==> config.mk <==
export PLATFORM = sky130hd
export DESIGN_NAME = uart_cmd_processor
export DESIGN_NICKNAME = d
export VERILOG_FILES = /design/src/rtl/uart_cmd_processor.sv
export SDC_FILE = /design/constraint.sdc
export NUM_CORES = 1
export LEC_CHECK = 0
export BUFFER_PORTS_ARGS = -buffer_cell sky130_fd_sc_hd__buf_4
export CAP_MARGIN = 20
export CORE_ASPECT_RATIO = 1.1
export CORE_MARGIN = 2
export CORE_UTILIZATION = 45
export DETAILED_ROUTE_END_ITERATION = 10
export PLACE_DENSITY = 0.7
export RECOVER_POWER = 25
export SETUP_SLACK_MARGIN = 0.02
export SLEW_MARGIN = 20
export SYNTH_ARGS = -nofsm -noshare
export SYNTH_HDL_FRONTEND = slang
export SYNTH_SLANG_ARGS = --single-unit
==> constraint.sdc <==
create_clock -name REF_CLK -period 24.3 [get_ports REF_CLK]
set_input_delay 3.645 -clock REF_CLK [delete_from_list [all_inputs] [get_ports REF_CLK]]
set_output_delay 3.645 -clock REF_CLK [all_outputs]
set_load 0.01 [all_outputs]
==> src/rtl/uart_cmd_processor.sv <==
// UART command processor: serial RX -> command FSM (register file / ALU) -> serial TX responses.
// Optional macro ALU_WIDE_EN: 16-bit ALU result, sent as low byte then high byte.
module uart_cmd_processor #(
    parameter int unsigned OS_DIV     = 14,
    parameter int unsigned DATA_WIDTH = 8,
    parameter int unsigned RF_DEPTH   = 16
) (
    input  logic REF_CLK,
    input  logic RST_N,
    input  logic UART_RX_IN,
    output logic UART_TX_OUT,
    output logic Parity_Error,
    output logic Framing_Error
);
    localparam int unsigned DW  = DATA_WIDTH;
    localparam int unsigned AW  = $clog2(RF_DEPTH);
    localparam int unsigned IW  = $clog2(DW);
    localparam int unsigned OSW = (OS_DIV > 1) ? $clog2(OS_DIV) : 1;
`ifdef ALU_WIDE_EN
    localparam int unsigned RW  = 2 * DW;
`else
    localparam int unsigned RW  = DW;
`endif

    typedef enum logic [2:0] {RX_IDLE, RX_START, RX_DATA, RX_PAR, RX_STOP} rx_state_t;
    typedef enum logic [2:0] {TX_IDLE, TX_WAIT, TX_START, TX_DATA, TX_PAR, TX_STOP, TX_GAP} tx_state_t;
    typedef enum logic [3:0] {IDLE, WR_ADDR, WR_DATA, RD_ADDR, ALU_OPA, ALU_OPB, ALU_FUN,
                              ALU_RUN, TX_SEND} cmd_state_t;

    logic [DW-1:0] mem [RF_DEPTH];

    function automatic logic [5:0] decode_ps(input logic [5:0] f);
        case (f)
            6'd8, 6'd16: return f;
            default:     return 6'd32;
        endcase
    endfunction

    logic [OSW-1:0] os_cnt;
    logic           tick;

    always_ff @(posedge REF_CLK or negedge RST_N) begin
        if (!RST_N) begin
            os_cnt <= '0;
            tick   <= 1'b0;
        end else if (os_cnt == OSW'(OS_DIV - 1)) begin
            os_cnt <= '0;
            tick   <= 1'b1;
        end else begin
            os_cnt <= os_cnt + OSW'(1);
            tick   <= 1'b0;
        end
    end

    // ---------------- receiver ----------------
    logic [1:0]    rx_sync;
    logic          rx_s;
    rx_state_t     rx_st;
    logic [5:0]    rx_cnt, rx_ps;
    logic [IW-1:0] rx_idx;
    logic [DW-1:0] rx_sh, rx_byte;
    logic          rx_pen, rx_ptyp, rx_perr, rx_valid;

    assign rx_s = rx_sync[1];

    always_ff @(posedge REF_CLK or negedge RST_N) begin
        if (!RST_N) begin
            rx_sync       <= 2'b11;
            rx_st         <= RX_IDLE;
            rx_cnt        <= '0;
            rx_ps         <= 6'd32;
            rx_idx        <= '0;
            rx_sh         <= '0;
            rx_byte       <= '0;
            rx_pen        <= 1'b0;
            rx_ptyp       <= 1'b0;
            rx_perr       <= 1'b0;
            rx_valid      <= 1'b0;
            Parity_Error  <= 1'b0;
            Framing_Error <= 1'b0;
        end else begin
            rx_sync       <= {rx_sync[0], UART_RX_IN};
            rx_valid      <= 1'b0;
            Parity_Error  <= 1'b0;
            Framing_Error <= 1'b0;
            if (rx_st == RX_IDLE) begin
                if (!rx_s) begin
                    rx_ps   <= decode_ps(mem[2][7:2]);
                    rx_pen  <= mem[2][0];
                    rx_ptyp <= mem[2][1];
                    rx_perr <= 1'b0;
                    rx_cnt  <= '0;
                    rx_st   <= RX_START;
                end
            end else if (tick) begin
                rx_cnt <= (rx_cnt == rx_ps - 6'd1) ? '0 : rx_cnt + 6'd1;
                if (rx_cnt == (rx_ps >> 1) - 6'd1) begin
                    case (rx_st)
                        RX_START: if (rx_s) rx_st <= RX_IDLE;
                        RX_DATA:  rx_sh <= {rx_s, rx_sh[DW-1:1]};
                        RX_PAR:   rx_perr <= rx_s != ((^rx_sh) ^ rx_ptyp);
                        RX_STOP: begin
                            // leave mid-stop so a back-to-back start edge is not missed
                            rx_st         <= RX_IDLE;
                            Parity_Error  <= rx_pen & rx_perr;
                            Framing_Error <= !rx_s;
                            rx_valid      <= rx_s & !(rx_pen & rx_perr);
                            rx_byte       <= rx_sh;
                        end
                        default: ;
                    endcase
                end
                if (rx_cnt == rx_ps - 6'd1) begin
                    case (rx_st)
                        RX_START: begin
                            rx_st  <= RX_DATA;
                            rx_idx <= '0;
                        end
                        RX_DATA:
                            if (rx_idx == IW'(DW - 1)) rx_st <= rx_pen ? RX_PAR : RX_STOP;
                            else                       rx_idx <= rx_idx + IW'(1);
                        RX_PAR:  rx_st <= RX_STOP;
                        default: ;
                    endcase
                end
            end
        end
    end

    // ---------------- transmitter ----------------
    tx_state_t     tx_st;
    logic [5:0]    tx_cnt, tx_ps;
    logic [IW-1:0] tx_idx;
    logic [DW-1:0] tx_sh, tx_data;
    logic          tx_pen, tx_par, tx_out_v, tx_load, tx_busy;

    assign tx_busy = tx_out_v || (tx_st != TX_IDLE);

    always_ff @(posedge REF_CLK or negedge RST_N) begin
        if (!RST_N) begin
            tx_st       <= TX_IDLE;
            UART_TX_OUT <= 1'b1;
            tx_out_v    <= 1'b0;
            tx_cnt      <= '0;
            tx_ps       <= 6'd32;
            tx_idx      <= '0;
            tx_sh       <= '0;
            tx_pen      <= 1'b0;
            tx_par      <= 1'b0;
        end else begin
            case (tx_st)
                TX_IDLE: if (tx_load) begin
                    tx_sh  <= tx_data;
                    tx_pen <= mem[2][0];
                    tx_par <= (^tx_data) ^ mem[2][1];
                    tx_ps  <= decode_ps(mem[2][7:2]);
                    tx_st  <= TX_WAIT;
                end
                TX_WAIT: if (tick) begin
                    tx_st       <= TX_START;
                    UART_TX_OUT <= 1'b0;
                    tx_out_v    <= 1'b1;
                    tx_cnt      <= '0;
                end
                default: if (tick) begin
                    if (tx_cnt != tx_ps - 6'd1) begin
                        tx_cnt <= tx_cnt + 6'd1;
                    end else begin
                        tx_cnt <= '0;
                        case (tx_st)
                            TX_START: begin
                                tx_st       <= TX_DATA;
                                tx_idx      <= '0;
                                UART_TX_OUT <= tx_sh[0];
                            end
                            TX_DATA:
                                if (tx_idx == IW'(DW - 1)) begin
                                    tx_st       <= tx_pen ? TX_PAR : TX_STOP;
                                    UART_TX_OUT <= tx_pen ? tx_par : 1'b1;
                                end else begin
                                    tx_idx      <= tx_idx + IW'(1);
                                    tx_sh       <= tx_sh >> 1;
                                    UART_TX_OUT <= tx_sh[1];
                                end
                            TX_PAR: begin
                                tx_st       <= TX_STOP;
                                UART_TX_OUT <= 1'b1;
                            end
                            TX_STOP: begin
                                tx_st    <= TX_GAP;
                                tx_out_v <= 1'b0;
                            end
                            default: tx_st <= TX_IDLE;
                        endcase
                    end
                end
            endcase
        end
    end

    // ---------------- ALU ----------------
    logic [DW-1:0]   opa, opb;
    logic [2*DW-1:0] prod;
    logic [3:0]      fun;
    logic [RW-1:0]   alu_res;

    assign opa  = mem[0];
    assign opb  = mem[1];
    assign prod = {{DW{1'b0}}, opa} * {{DW{1'b0}}, opb};

    always_comb begin
        alu_res = '0;
        case (fun)
            4'h0: alu_res = RW'(opa + opb);
            4'h1: alu_res = RW'(opa - opb);
            4'h2: alu_res = RW'(prod);
            4'h3: alu_res = (opb == '0) ? RW'({DW{1'b1}}) : RW'(opa / opb);
            4'h4: alu_res = RW'(opa & opb);
            4'h5: alu_res = RW'(opa | opb);
            4'h6: alu_res = RW'(~(opa & opb));
            4'h7: alu_res = RW'(~(opa | opb));
            4'h8: alu_res = RW'(opa ^ opb);
            4'h9: alu_res = RW'(~(opa ^ opb));
            4'hA: alu_res = RW'(opa == opb);
            4'hB: alu_res = RW'(opa > opb);
            4'hC: alu_res = RW'(opa < opb);
            4'hD: alu_res = RW'(opa >> 1);
            4'hE: alu_res = RW'(opa << 1);
            default: alu_res = '0;
        endcase
    end

    // ---------------- command FSM ----------------
    cmd_state_t    state;
    logic          pend, tx_two;
    logic [DW-1:0] pend_byte, tx_byte, tx_hi;
    logic [AW-1:0] addr;

    always_ff @(posedge REF_CLK or negedge RST_N) begin
        if (!RST_N) begin
            state     <= IDLE;
            pend      <= 1'b0;
            pend_byte <= '0;
            addr      <= '0;
            fun       <= '0;
            tx_byte   <= '0;
            tx_hi     <= '0;
            tx_two    <= 1'b0;
            tx_load   <= 1'b0;
            tx_data   <= '0;
            for (int unsigned i = 0; i < RF_DEPTH; i++) mem[i] <= '0;
            mem[2] <= DW'(8'h81);
            mem[3] <= DW'(8'h20);
        end else begin
            tx_load <= 1'b0;
            case (state)
                IDLE: if (pend) begin
                    pend <= 1'b0;
                    case (pend_byte)
                        8'hAA:   state <= WR_ADDR;
                        8'hBB:   state <= RD_ADDR;
                        8'hCC:   state <= ALU_OPA;
                        8'hDD:   state <= ALU_FUN;
                        default: state <= IDLE;
                    endcase
                end
                WR_ADDR: if (pend) begin
                    pend  <= 1'b0;
                    addr  <= pend_byte[AW-1:0];
                    state <= WR_DATA;
                end
                WR_DATA: if (pend) begin
                    pend      <= 1'b0;
                    mem[addr] <= pend_byte;
                    state     <= IDLE;
                end
                RD_ADDR: if (pend) begin
                    pend    <= 1'b0;
                    tx_byte <= mem[pend_byte[AW-1:0]];
                    tx_two  <= 1'b0;
                    state   <= TX_SEND;
                end
                ALU_OPA: if (pend) begin
                    pend   <= 1'b0;
                    mem[0] <= pend_byte;
                    state  <= ALU_OPB;
                end
                ALU_OPB: if (pend) begin
                    pend   <= 1'b0;
                    mem[1] <= pend_byte;
                    state  <= ALU_FUN;
                end
                ALU_FUN: if (pend) begin
                    pend  <= 1'b0;
                    fun   <= pend_byte[3:0];
                    state <= ALU_RUN;
                end
                ALU_RUN: begin
                    tx_byte <= alu_res[DW-1:0];
`ifdef ALU_WIDE_EN
                    tx_hi   <= alu_res[RW-1:DW];
                    tx_two  <= 1'b1;
`else
                    tx_hi   <= '0;
                    tx_two  <= 1'b0;
`endif
                    state   <= TX_SEND;
                end
                default: if (!tx_busy && !tx_load) begin
                    // tx_load blocks a reload in the cycle before the TX reports busy
                    tx_load <= 1'b1;
                    tx_data <= tx_byte;
                    if (tx_two) begin
                        tx_byte <= tx_hi;
                        tx_two  <= 1'b0;
                    end else begin
                        state <= IDLE;
                    end
                end
            endcase
            if (rx_valid) begin
                pend      <= 1'b1;
                pend_byte <= rx_byte;
            end
        end
    end
endmodule

# After elaboration in Yosys (flattened, before gate mapping)
# Cells that the tools add are included.
# op_classes
addsub	10
n_mul	1
div	1
n_lt_le_gt_ge	5
n_eq_ne	62
mux	102
bitwise	20
reduce_logical	57
# ops
op	n
$bwmux W128	1
$mux W128	1
$pmux W8 S15	1
$mux W8	13
$mux W6	8
$pmux W8 S2	3
$mux W3	15
$mux W4	10
$mux W1	34
$bmux W8 S4	1
$demux W8 S4	1
$eq A4 B3 Y1 const B	8
$eq A4 B4 Y1 const B	8
$eq A8 B8 Y1 const B	4
$pmux W4 S8	1
$ne A2 B2 Y1 const B	12
$not A8 Y8	3
$pmux W3 S2	4
$pmux W3 S4	2
$pmux W8 S3	1
$reduce_and A4 Y1	6
$reduce_bool A2 Y1	11
$eq A4 B2 Y1 const B	4
$reduce_and A2 Y1	8
56 further kinds	98
# totals
ff_bits	244
input_bits	3
word_cells	307

# Logic depth before layout (Yosys ltp)
# depth
word_depth	8
ltp_mapped	52
ltp_nobuf	50

# Least setup slack after synthesis
# OpenSTA, ideal clock, no wires.
# synth_timing
path_kind	reg2reg
startpoint	register mem (netlist bit opb[7])
endpoint	register tx_byte[0]
arrival_time_ns	10.779
required_ns	24.152
setup_slack_ns	13.374
stages_incl_launch_ff	47
cell_sequence	dfrtp_1 > clkbuf_1 > nor4_4 > nand2_1 > nor2_1 > a21oi_1 > a21oi_1 > ha_1 > or3_1 > and3_1 > o32ai_1 > inv_1 > ha_1 > and4b_1 > a31oi_1 > a2111oi_0 > a21o_1 > ha_1 > [11 not listed] > and3_1 > or2_2 > clkbuf_1 > mux2_2 > ha_1 > o21a_1 > nor2_1 > o31ai_1 > a21oi_1 > nor2_1 > mux2_2 > ha_1 > o21ai_0 > nand2b_1 > a21oi_1 > o21ai_0 > a211oi_1 > o311ai_0
# synth_between
elab_chain_len	4
word_cells_on_any_way	8
cone_classes	div (1); order compare (2); eq/ne (1); mux (3); reduce/logical (1)
# synth_rtl
element	line	source
from (decl)	30	logic [DW-1:0] mem [RF_DEPTH];
from (signal, indexed assignment)	274	mem[addr] <= pend_byte;
$div A8 B8 Y8 or $logic_not A8 Y1 (tied branches)	217	4'h3: alu_res = (opb == '0) ? RW'({DW{1'b1}}) : RW'(opa / opb);
$mux W8	217	
$pmux W8 S15 *	213	case (fun)
$pmux W8 S3 *	256	case (state)
to (signal assigned)	279	tx_byte <= mem[pend_byte[AW-1:0]];
to (signal assigned)	299	tx_byte <= alu_res[DW-1:0];
to (signal assigned)	314	tx_byte <= tx_hi;
to (decl)	236	logic [DW-1:0] pend_byte, tx_byte, tx_hi;
# Every way passes the cells marked *; elsewhere a longest branch is shown, timed or not.
# A chain may end at the register's enable or synchronous reset.

# Final worst setup path
# Ends and elaborated chain as after synthesis.

==> impl_metrics.tcl <==
set metrics [dict create \
    status "finished, final reports clean" \
    post-route-period-util_pct 52.2 \
    cts-root-buf "clkbuf_16" \
    track_usage_pct 22.8 \
    yosysWarningCount 0 \
    cp_max_fo 11 \
    num_antenna_cells 0 \
    seq_area_sq_um 6090 \
    fin_area_sq_um 17100 \
    drc 0 \
    dieArea_sq_um 36300 \
    std_cell_rows 71 \
    synth_cells 1508 \
    p_sw_w 0.000188 \
    critPathLaunchType "flip-flop" \
    setup_slack_ns 11.62 \
    fill_cells 3069 \
    cts.hold.buffers_added 0 \
    swShare_pct 21.3 \
    irDropWorstVdd_v 0.0000564 \
    place.gp.congestion 0.963 \
    die_h_microns 200 \
    synth_enable_flop_cells 0 \
    fmax_ghz 0.0789 \
    dr_total_vias 11900 \
    fin_crit_ns 12.68 \
    tightest_slew_ns 1.20 \
    antenna_found_initial 1 \
    grt-ovfl-total 0 \
    firstDrtPassIters 6 \
    core_sq_um 34300 \
    synth_area_sq_um 15700 \
    h-tree-depth 1 \
    synth_cell_types 84 \
    cts_post_setup_buffers_inserted 0 \
    routed_wl_microns 40600 \
    start_util_pct 45.7 \
    ant_nets 0 \
    end_kind "flip-flop" \
    slowest_delay_ns 0.67 \
    p_per_area_nw_per_um2 51.7 \
    final_cells 1932 \
    setup_viol 0 \
    numPortBuffers 5 \
    grt_pass1_wl_microns 66100 \
    placed_cell_area_sq_um 16000 \
    place_ws_ns 11.91 \
    cts_made_buffers 28 \
    combPwrFrac_pct 1.0 \
    grt_max_degree 85 \
    ys_ff_latch 243 \
    via_per_inst 6.16 \
    tns_ns 0 \
    leakage_nw 7.76 \
    clk_latency_ns 0.56 \
    wl_per_cell_microns 21.0 \
    worst_hold_path_type "flip-flop to flip-flop" \
    cts_tree "built" \
    async_reset_ff_share_pct 100 \
    rsz0062_at_grt "no" \
    die_x_microns 182 \
    cts_resized 0 \
    multiInputGateArea_sq_um 8950 \
    synth_nets 1614 \
    path_clk_slew_ns 0.06 \
    hpwl_microns 28300 \
    crit_arrival_ns 13.08 \
    ioPinCount 6 \
    synth_ff_type "dfrtp_1" \
    required_ns 24.70 \
    grt_pass1_vias 11900 \
    hold_viol 0 \
    fin_nets 1578 \
    clockBufferDepth 3 \
    p_seq_share_pct 46.0 \
    cts.sinks 243 \
    drt_iter0_drc 964 \
    avgSynthCellArea_sq_um 10.4 \
    final_core_util_pct 49.8 \
    slew_headroom_pct 20.3 \
    path_common_cell "ha_1" \
    worst_clock_skew_ns 0.0127 \
    drive_above_1_share_pct 19.3 \
    area_growth_pct 8.90 \
    crit_slowest_cell "o31ai_1" \
    drv_cap 0 \
    setup.worst_path.class "flip-flop to flip-flop" \
    clkPwrFrac_pct 53.0 \
    internal-power_w 0.000694 \
    ys_seq_area_share_pct 38.9 \
    dp_cells 1880 \
    slew_viol_final 0 \
]
[final cells by class]
type                            count  share of cell area, %
Sequential cell                   243                   35.7
Tap cell                          438                   3.21
Clock inverter                     18                   1.58
Multi-Input combinational cell   1106                   52.5
Clock buffer                       34                   4.47
Inverter                           72                   1.58
Timing Repair Buffer               21                  0.990
[kinds of logic (layout without fill, tap and decap cells)]
group                    after synthesis  in the layout  share of synthesized area [%]
adder cells (fa/ha/maj)              103            103                           8.89
AND/OR/NAND/NOR                      401            401                           12.8
multiplexers                         212            212                           17.7
buffers and inverters                159            145                           3.89
AO/OA/AOI/OAI                        323            323                           13.8
XOR/XNOR                              67             67                           4.01
flip-flops                           243            243                           38.9
[cells in the mapped netlist (all sizes together) (5+ instances only)]
library cell  instances  area, sq um
nor2b                18          113
o22ai                10         62.6
o31ai                10         75.1
or2                   5         31.3
a31oi                16          100
a21o                 16          120
o32ai                 7         61.3
a22oi                 6         45.0
nor4                 10         83.8
dfstp                 8          210
and3                 10         62.6
o22a                 10         87.6
mux4                 36          811
nand3                48          255
buf                   9         46.3
and2                  7         43.8
nor3                 23          120
nor2                 90          338
clkbuf               78          293
a22o                 14          123
nand2b               20          125
o211ai                9         67.6
nand3b                5         37.5
mux2i                18          180
nor3b                 6         45.0
a21oi                57          285
a211oi               10         75.1
nand2               126          473
fa                   14          280
nand4                 9         71.3
dfrtp               235         5880
o21a                 22          165
mux2                158         1780
ha                   89         1110
o21ai                83          415
inv                  69          259
o41ai                 5         43.8
xnor2                47          412
xor2                 17          149
[state kept, by name, summed over array words and instances, names as in the netlist, 2 cells and up]
name       cells
addr           4
rx_ps          6
pend_byte      8
tx_byte        8
fun            4
tx_data        8
rx_sync        2
opb            8
tx_sh          8
tx_st          3
rx_sh          8
tx_cnt         6
rx_byte        8
tx_idx         3
rx_cnt         6
tx_ps          6
opa            8
rx_st          3
rx_idx         3
mem          112
os_cnt         4
state          4
[path summary, 6_finish.rpt]
kind                                      start                     end  slack (ns)  cells past startpoint
max                          opb[7]$_DFFE_PN0P_  tx_byte[0]$_DFFE_PN0P_       11.62                     44
min                        rx_sync[0]$_DFF_PN1_    rx_sync[1]$_DFF_PN1_        0.36                      0
max reg2reg                  opb[7]$_DFFE_PN0P_  tx_byte[0]$_DFFE_PN0P_       11.62                     44
min reg2reg                rx_sync[0]$_DFF_PN1_    rx_sync[1]$_DFF_PN1_        0.36                      0
max in group asynchronous                 RST_N     mem[59]$_DFFE_PN0P_       20.02                      2
min in group asynchronous                 RST_N  rx_byte[0]$_DFFE_PN0P_        3.06                      1
[power by group through the flow]
| stage | Combinational [W] | Sequential (W) | Clock, W |
|---|---|---|---|
| final | 0.00000881 | 0.000405 | 0.000467 |
| after global routing | 0.0000107 | 0.000405 | 0.000491 |
| after CTS | 0.00000935 | 0.000405 | 0.000475 |
| after detailed placement | 0.00000932 | 0.000413 | 0 |
| after global placement | 0.00000917 | 0.000413 | 0 |
| after floorplan | 0.000000300 | 0.000413 | 0 |
[metal layers]
metal | track usage (%) | vias to the layer above | part of all wire, %
li1 | - | 5423 | -
met1 | 30.4 | 5953 | 43
met2 | 37.3 | 409 | 46
met3 | 3.32 | 119 | 6.1
met4 | 10.0 | 2 | 4.6
met5 | 0 | - | 0.039
[cell usage in the layout, fill, tap and decap left out, types with 9 or more instances in the layout]
| cell type | synthesis | routed |
|---|---|---|
| a211oi_1 | 10 | 10 |
| a21o_1 | 16 | 16 |
| a21oi_1 | 57 | 57 |
| a22o_1 | 14 | 14 |
| a31oi_1 | 16 | 16 |
| and3_1 | 10 | 10 |
| buf_4 | 0 | 17 |
| clkbuf_16 | 0 | 28 |
| dfrtp_1 | 235 | 233 |
| fa_1 | 14 | 14 |
| ha_1 | 89 | 89 |
| inv_1 | 69 | 69 |
| mux2_2 | 158 | 158 |
| mux2i_1 | 18 | 18 |
| mux4_2 | 36 | 36 |
| nand2_1 | 126 | 126 |
| nand2b_1 | 20 | 20 |
| nand3_1 | 45 | 45 |
| nor2_1 | 90 | 90 |
| nor2b_1 | 18 | 18 |
| nor3_1 | 22 | 22 |
| nor4_1 | 8 | 9 |
| o211ai_1 | 9 | 9 |
| o21a_1 | 22 | 22 |
| o21ai_0 | 80 | 79 |
| o22a_1 | 10 | 10 |
| o22ai_1 | 10 | 10 |
| o31ai_1 | 10 | 10 |
| xnor2_1 | 47 | 47 |
| xor2_1 | 17 | 17 |
[critical path, delay by kind of cell, from the launching register on]
family                   cells  cell delay [ns]
AO/OA/AOI/OAI               20             4.71
AND/OR/NAND/NOR             12             3.52
adder cells (fa/ha/maj)      7             2.07
buffers and inverters        1             0.11
multiplexers                 4             1.57
flip-flops                   1             0.53
[per-stage QoR]
step / total power (W) / hold WS (ns)
after floorplan: 0.000413 / 0.345
after global placement: 0.000422 / 0.347
after detailed placement: 0.000422 / 0.351
after CTS: 0.000889 / 0.358
after global routing: 0.000907 / 0.368
final: 0.000882 / 0.356
(Power assumes the default switching activity.)
